===== src/rtl/pea_result_drain.sv =====
// pea_result_drain
//   Consumer end of the PEA output path. The result and status output FIFOs
//   are written together, so their entries form pairs. This block pops one
//   pair at a time, waits for the registered FIFO read data, captures it, and
//   presents it to the host over a valid/ready handshake. It also counts the
//   pairs the host accepts, counts those flagged as errors, and raises a
//   sticky flag if the two FIFOs ever disagree about being empty.
//
// Ports
//   clk           system clock, rising edge
//   rst           asynchronous reset, active low
//   drain_en      permit popping; only looked at while idle
//   result_pop    population of the result FIFO
//   status_pop    population of the status FIFO
//   data_result   result FIFO read data, valid the cycle after rd_en
//   data_status   status FIFO read data, same timing
//   rd_en_result  result FIFO pop strobe (registered)
//   rd_en_status  status FIFO pop strobe (registered, always equals rd_en_result)
//   out_valid     out_result/out_status hold a pair for the host
//   out_ready     host accepts the pair on a rising edge with out_valid high
//   out_result    captured result word
//   out_status    captured status word
//   busy          a pair is in progress
//   pair_count    pairs accepted by the host, saturating
//   err_count     accepted pairs whose status error bit was set, saturating
//   desync        sticky: exactly one FIFO reported empty at some point

module pea_result_drain #(
  parameter int WIDTH   = 32,
  parameter int POP_W   = 5,
  parameter int CNT_W   = 16,
  parameter int ERR_BIT = 0
) (
  input  logic             clk,
  input  logic             rst,
  input  logic             drain_en,
  input  logic [POP_W-1:0] result_pop,
  input  logic [POP_W-1:0] status_pop,
  input  logic [WIDTH-1:0] data_result,
  input  logic [WIDTH-1:0] data_status,
  output logic             rd_en_result,
  output logic             rd_en_status,
  output logic             out_valid,
  input  logic             out_ready,
  output logic [WIDTH-1:0] out_result,
  output logic [WIDTH-1:0] out_status,
  output logic             busy,
  output logic [CNT_W-1:0] pair_count,
  output logic [CNT_W-1:0] err_count,
  output logic             desync
);

  typedef enum logic [1:0] {
    S_IDLE,
    S_POP,
    S_WAIT,
    S_SHOW
  } state_t;

  state_t state;
  state_t state_next;
  logic   rd_en_q;
  logic   launch;
  logic   accept;
  logic   one_empty;

  // A pop may only start when both FIFOs hold at least one entry, so
  // neither FIFO can underflow even while the desync flag is set.
  assign launch    = drain_en && (result_pop != '0) && (status_pop != '0);
  assign accept    = (state == S_SHOW) && out_ready;
  assign one_empty = (result_pop == '0) != (status_pop == '0);

  // One strobe register feeds both FIFO read enables so they cannot differ.
  assign rd_en_result = rd_en_q;
  assign rd_en_status = rd_en_q;
  assign busy         = (state != S_IDLE);

  // Next-state logic: one pop, one settle cycle for the registered FIFO
  // output, then hold the pair until the host takes it.
  always_comb begin
    state_next = state;
    case (state)
      S_IDLE: if (launch)    state_next = S_POP;
      S_POP:                 state_next = S_WAIT;
      S_WAIT:                state_next = S_SHOW;
      S_SHOW: if (out_ready) state_next = S_IDLE;
      default:               state_next = S_IDLE;
    endcase
  end

  // State register plus the registered strobes. rd_en and out_valid are
  // decoded from the next state so they come straight out of flops.
  always_ff @(posedge clk or negedge rst) begin
    if (!rst) begin
      state     <= S_IDLE;
      rd_en_q   <= 1'b0;
      out_valid <= 1'b0;
    end else begin
      state     <= state_next;
      rd_en_q   <= (state_next == S_POP);
      out_valid <= (state_next == S_SHOW);
    end
  end

  // Host data is captured only at the end of the settle cycle, so it never
  // changes while out_valid is high.
  always_ff @(posedge clk or negedge rst) begin
    if (!rst) begin
      out_result <= '0;
      out_status <= '0;
    end else if (state == S_WAIT) begin
      out_result <= data_result;
      out_status <= data_status;
    end
  end

  // Counters stop at all-ones rather than wrapping.
  always_ff @(posedge clk or negedge rst) begin
    if (!rst) begin
      pair_count <= '0;
      err_count  <= '0;
    end else if (accept) begin
      if (pair_count != '1)
        pair_count <= pair_count + CNT_W'(1);
      if (out_status[ERR_BIT] && (err_count != '1))
        err_count <= err_count + CNT_W'(1);
    end
  end

  // Sticky desynchronisation flag, cleared only by reset.
  always_ff @(posedge clk or negedge rst) begin
    if (!rst)
      desync <= 1'b0;
    else if (one_empty)
      desync <= 1'b1;
  end

endmodule


===== config.mk =====
export PLATFORM = sky130hd
export DESIGN_NAME = pea_result_drain
export DESIGN_NICKNAME = d
export VERILOG_FILES = /design/src/rtl/pea_result_drain.sv
export SDC_FILE = /design/constraint.sdc
export NUM_CORES = 1
export LEC_CHECK = 0
export ABC_AREA = 0
export BUFFER_PORTS_ARGS = -buffer_cell sky130_fd_sc_hd__clkbuf_2
export CORE_MARGIN = 5
export CORE_UTILIZATION = 41
export CTS_BUF_LIST = sky130_fd_sc_hd__clkbuf_4 sky130_fd_sc_hd__clkbuf_8
export CTS_CLUSTER_DIAMETER = 100
export CTS_CLUSTER_SIZE = 14
export DETAILED_ROUTE_END_ITERATION = 7
export MAX_ROUTING_LAYER = met4
export PLACE_DENSITY = 0.74
export SYNTH_ARGS = -nofsm -noshare
export SYNTH_HDL_FRONTEND = slang
export SYNTH_SLANG_ARGS = --single-unit

===== constraint.sdc =====
create_clock -name clk -period 2.1 [get_ports clk]
set_input_delay 0.525 -clock clk [delete_from_list [all_inputs] [get_ports clk]]
set_output_delay 0.525 -clock clk [all_outputs]
set_load 0.01 [all_outputs]

Word-level counts from Yosys, hierarchy flattened
Cells that the tools add are included.
{"block": "word_totals", "register_bits": 101, "out_inout_bits": 101, "elab_cells": 33}
{"block": "classes", "add_sub_neg": 2, "eq_ne": 8, "muxes": 3, "reduce_logical": 12}
{"cell": "$add 16x1->16 const B", "count": 2}
{"cell": "$ne 16x16->1 const B", "count": 2}
{"cell": "$logic_not 5->1", "count": 2}
{"cell": "$reduce_bool 5->1", "count": 2}
{"cell": "$pmux 2 s4", "count": 1}
{"cell": "$eq 2x2->1 const B", "count": 3}
{"cell": "$eq 2x1->1 const B", "count": 2}
{"cell": "$logic_and 1x1->1", "count": 4}
{"cell": "$mux 2", "count": 2}
{"cell": "$reduce_and 2->1", "count": 2}
{"cell": "$logic_not 2->1", "count": 1}
{"cell": "$reduce_bool 2->1", "count": 1}
{"cell": "$ne 1x1->1", "count": 1}

Depth between registers and ports, before layout
{"block": "logic_depth", "word_depth": 6, "depth_mapped": 6, "mapped_depth_nobuf": 5}

Least setup slack after synthesis
Ideal clock, no wire load.
{"block": "synth_path", "kind": "flip-flop to flip-flop", "from": "reg pair_count[0]", "to": "reg pair_count[10]", "setup_time_ns": 0.138, "arrival_time_ns": 1.600, "t_required_ns": 1.962, "slack_ns": 0.362, "stages_incl_launch_ff": 7, "path_buffers": 1, "cell_sequence": "dfrtp_1 > ha_1 > nand4_1 > nor4_2 > buf_2 > nor4_1 > xor2_1"}
{"block": "synth_via", "elab_chain_len": 2, "elab_cells_between_ends": 3}
{"element": "from (decl)", "line_no": "48", "rtl": "output logic [CNT_W-1:0] pair_count,"}
{"element": "from (signal assigned)", "line_no": "124", "rtl": "pair_count <= pair_count + CNT_W'(1);"}
{"element": "branches (longest 2 deep; another with $add 16x1->16)"}
Parallel ways; which one is timed is not known.
A chain may end at the register's enable or synchronous reset.

Worst setup path in the final report
{"block": "layout_path", "from": "reg state[0]", "to": "reg err_count[15]"}
{"block": "layout_via", "elab_chain_len": 3}
{"element": "from (decl)", "line_no": "60", "rtl": "state_t state;"}
{"element": "from (signal assigned)", "line_no": "99", "rtl": "state <= state_next;"}
{"element": "$eq 2x2->1", "line_no": "70", "rtl": "assign accept = (state == S_SHOW) && out_ready;"}
{"element": "$logic_and 1x1->1", "line_no": "70"}
{"element": "$reduce_and 2->1 (no source line)"}
{"element": "to (signal assigned)", "line_no": "126", "rtl": "err_count <= err_count + CNT_W'(1);"}
{"element": "to (decl)", "line_no": "49", "rtl": "output logic [CNT_W-1:0] err_count,"}
No other way between the ends.

==> summary.md <==
| Metric | Value |
|---|---|
| Syn Inst Count | `297` |
| Register area share after synthesis | `60.73%` |
| Tightest Pin Transition | `626.8 ps` |
| CTS HTree Levels | `3` |
| DR iter-0 viols | `105` |
| Top Ports | `179` |
| #FFs+latches synth | `101` |
| Count of final setup violators | `0` |
| Int Pwr | `4890 uW` |
| Clk_lat worst skew | `360 ps` |
| Lkg Pwr | `0.002689 uW` |
| Switching Fraction | `33.32%` |
| Final worst path period share | `87.34%` |
| Power Density | `1341 nW/um^2` |
| Synth warn | `0` |
| Placeable Area | `9819 sq um` |
| Dpl hpwl | `7.272 mm` |
| CTS tree | `yes` |
| Height of the die | `110.7 um` |
| Number of enable flip-flop cells after synthesis | `0` |
| Run status | `finished clean` |
| Slew HR | `58.22%` |
| Min-Delay Path Class | `primary input to asynchronous set/reset pin` |
| First-pass GRT wire length | `15.74 mm` |
| CTS root buffer | `clkbuf_8` |
| Synth top area cells | `dfrtp_1 61%, mux2_2 18%, xor2_1 4.4%` |
| Crit path kind | `flip-flop to flip-flop` |
| # resized after CTS | `0` |
| Avg Cell Area, Syn | `14.01 sq um` |
| Minimum clock period | `1834 ps` |
| I/O Buffers | `178` |
| Initial Util | `42.38%` |
| Syn Nets | `377` |
| Crit path max fanout | `8` |
| Filler cells | `866` |
| Layout net count | `561` |
| Global placement routability congestion | `0.8788` |
| RSZ-0062 raised after global routing | `no` |
| Crit path DAT | `2100 ps` |
| Combinational power share | `38.3%` |
| Clk sinks | `101` |
| Post-synth top cells | `101 x dfrtp_1, 65 x mux2_2, 21 x xor2_1` |
| Die width | `110.7 um` |
| Final wirelength | `9.416 mm` |
| Longest Clk Path Bufs | `2` |
| Final number of hold-violating endpoints | `0` |
| Rows | `36` |
| Max rail drop VDD | `0.0007632 V` |
| Antenna violations before repair | `0` |
| Layout cell share with drive strength beyond 1 | `56.79%` |
| Final TNS setup | `0 ps` |
| Number of global-route vias before repair | `3139` |
| Reg clk slew, reported paths | `100 ps` |
| Crit path launch type | `flip-flop` |
| Post-synth ARST share | `100.0%` |
| Fmax | `0.5452 GHz` |
| Final core occ | `55.68%` |
| Overflow after GRT | `0` |
| CTS Hold Bufs | `0` |
| Sw Pwr | `2443 uW` |
| Via Count | `3038` |
| Final Max Slew Viols | `0` |
| # DRC | `0` |
| Reg power frac | `43.4%` |
| Post-CTS setup buffers | `0` |
| Pin count of the biggest net entering global routing | `65` |
| TritonRoute pass-1 iters | `6` |
| Clk_skew | `13.89 ps` |
| Avg WL per Cell | `15.21 um` |
| Netlist Area Pre-Place | `4161 sq um` |
| Area of the die | `12260 sq um` |
| Number of diodes | `0` |
| Total CTS buffers | `9` |
| Global-route usage over all layers | `16.06%` |
| Max-cap check violation count | `0` |
| Synth area leader | `dfrtp_1` |
| Top-count cell post-synth | `dfrtp_1` |
| Yosys cell types | `33` |
| Crit. End Element | `flip-flop` |
| Routed Antenna Nets | `0` |
| Synth top area share | `60.73%` |
| P&R area growth vs syn | `31.39%` |
| Avg Vias per Cell | `4.908` |
| Top_reg_cell synth | `dfrtp_1` |
| Clk pwr share | `18.4%` |
| CP Data Required Time | `2370 ps` |
## power by group through the flow
stage	logic (uW)	clock network, uW	registers, uW
after global placement	2820	0	3180
after floorplan	1350	0	3520
after global routing	3050	1470	3290
after detailed placement	2870	0	3230
after CTS	2870	1400	3190
final	2810	1350	3180
## state kept, by name (all words and copies together) (netlist names)
name	cells
desync	1
err_count	16
out_result	32
out_status	32
out_valid	1
pair_count	16
rd_en_result	1
state	2
## metal layers
metal  global-route usage, %  share of wire, %
met1                   20.01                43
met5                       -                 0
met2                   25.40                48
met4                   6.158               1.9
met3                   3.930               7.2
## cell usage in the layout (no fill, tap or decap), drive strengths merged
cell | Yosys | final
a21boi | 1 | 1
a31o | 1 | 1
a31oi | 1 | 1
and3 | 2 | 2
and4 | 2 | 2
buf | 9 | 7
bufinv | 0 | 2
clkbuf | 2 | 187
clkinv | 0 | 3
clkinvlp | 0 | 1
dfrtp | 101 | 101
ha | 2 | 2
inv | 2 | 2
mux2 | 67 | 67
nand2 | 10 | 10
nand2b | 3 | 3
nand3 | 11 | 11
nand4 | 12 | 12
nand4b | 2 | 2
nor2 | 8 | 8
nor2b | 3 | 3
nor3 | 8 | 8
nor3b | 2 | 2
nor4 | 11 | 11
nor4b | 4 | 4
o21bai | 1 | 1
or2 | 1 | 1
or4 | 3 | 3
xnor2 | 7 | 7
xor2 | 21 | 21
## worst max-delay path, stage by stage, from the launching register on
cell     delay (ps)
dfrtp_1         450
nand4_1         380
nor3_1          380
nor4b_1         340
xor2_1          190
## stage by stage
| step | instances | hold WS, ps | total power (uW) | setup slack [ps] | instance area (sq um) |
|---|---|---|---|---|---|
| 6_report | 619 | 124.6 | 7334 | 265.8 | 5468 |
| 3_3_place_gp | 603 | 475.9 | 5998 | 146.7 | 5244 |
| 4_1_cts | 619 | 115.5 | 7461 | 255.6 | 5468 |
| 2_1_floorplan | 297 | 229.4 | 4870 | 361.6 | 4161 |
| 5_1_grt | 619 | 134.0 | 7808 | 47.77 | 5468 |
| 3_5_place_dp | 603 | 470.4 | 6102 | 92.90 | 5244 |
## final timing paths
kind	start	cells after the start	slack (ps)	to
max	state[0]$_DFF_PN0_	4	270	err_count[15]$_DFFE_PN0P_
min	rst	2	120	err_count[11]$_DFFE_PN0P_
max reg2reg	state[0]$_DFF_PN0_	4	270	err_count[15]$_DFFE_PN0P_
min reg2reg	desync$_DFFE_PN0P_	1	490	desync$_DFFE_PN0P_
max in group asynchronous	rst	2	1380	out_result[21]$_DFFE_PN0P_
min in group clk	data_result[4]	2	390	out_result[4]$_DFFE_PN0P_
## area by class of cell
class                      count  area, sq um  area share (%)
sequential                   101         2527           46.22
multi-input combinational    183         1579           28.88
timing repair buffer         184        963.4           17.62
tap                          133        166.4           3.043
clock buffer                  10        137.6           2.517
clock inverter                 6        86.33           1.579
inverter                       2        7.507          0.1373
## kinds of logic (layout without fill, tap and decap cells)
family | after synthesis | in the layout | synth area share [%]
flops | 101 | 101 | 60.73
fa+ha+maj | 2 | 2 | 0.6012
mux | 67 | 67 | 18.13
buf+inv | 13 | 202 | 1.504
xor+xnor | 28 | 28 | 5.893
simple gates | 82 | 82 | 12.42
compound gates | 4 | 4 | 0.7219
Power figures use the tool's default switching activity.
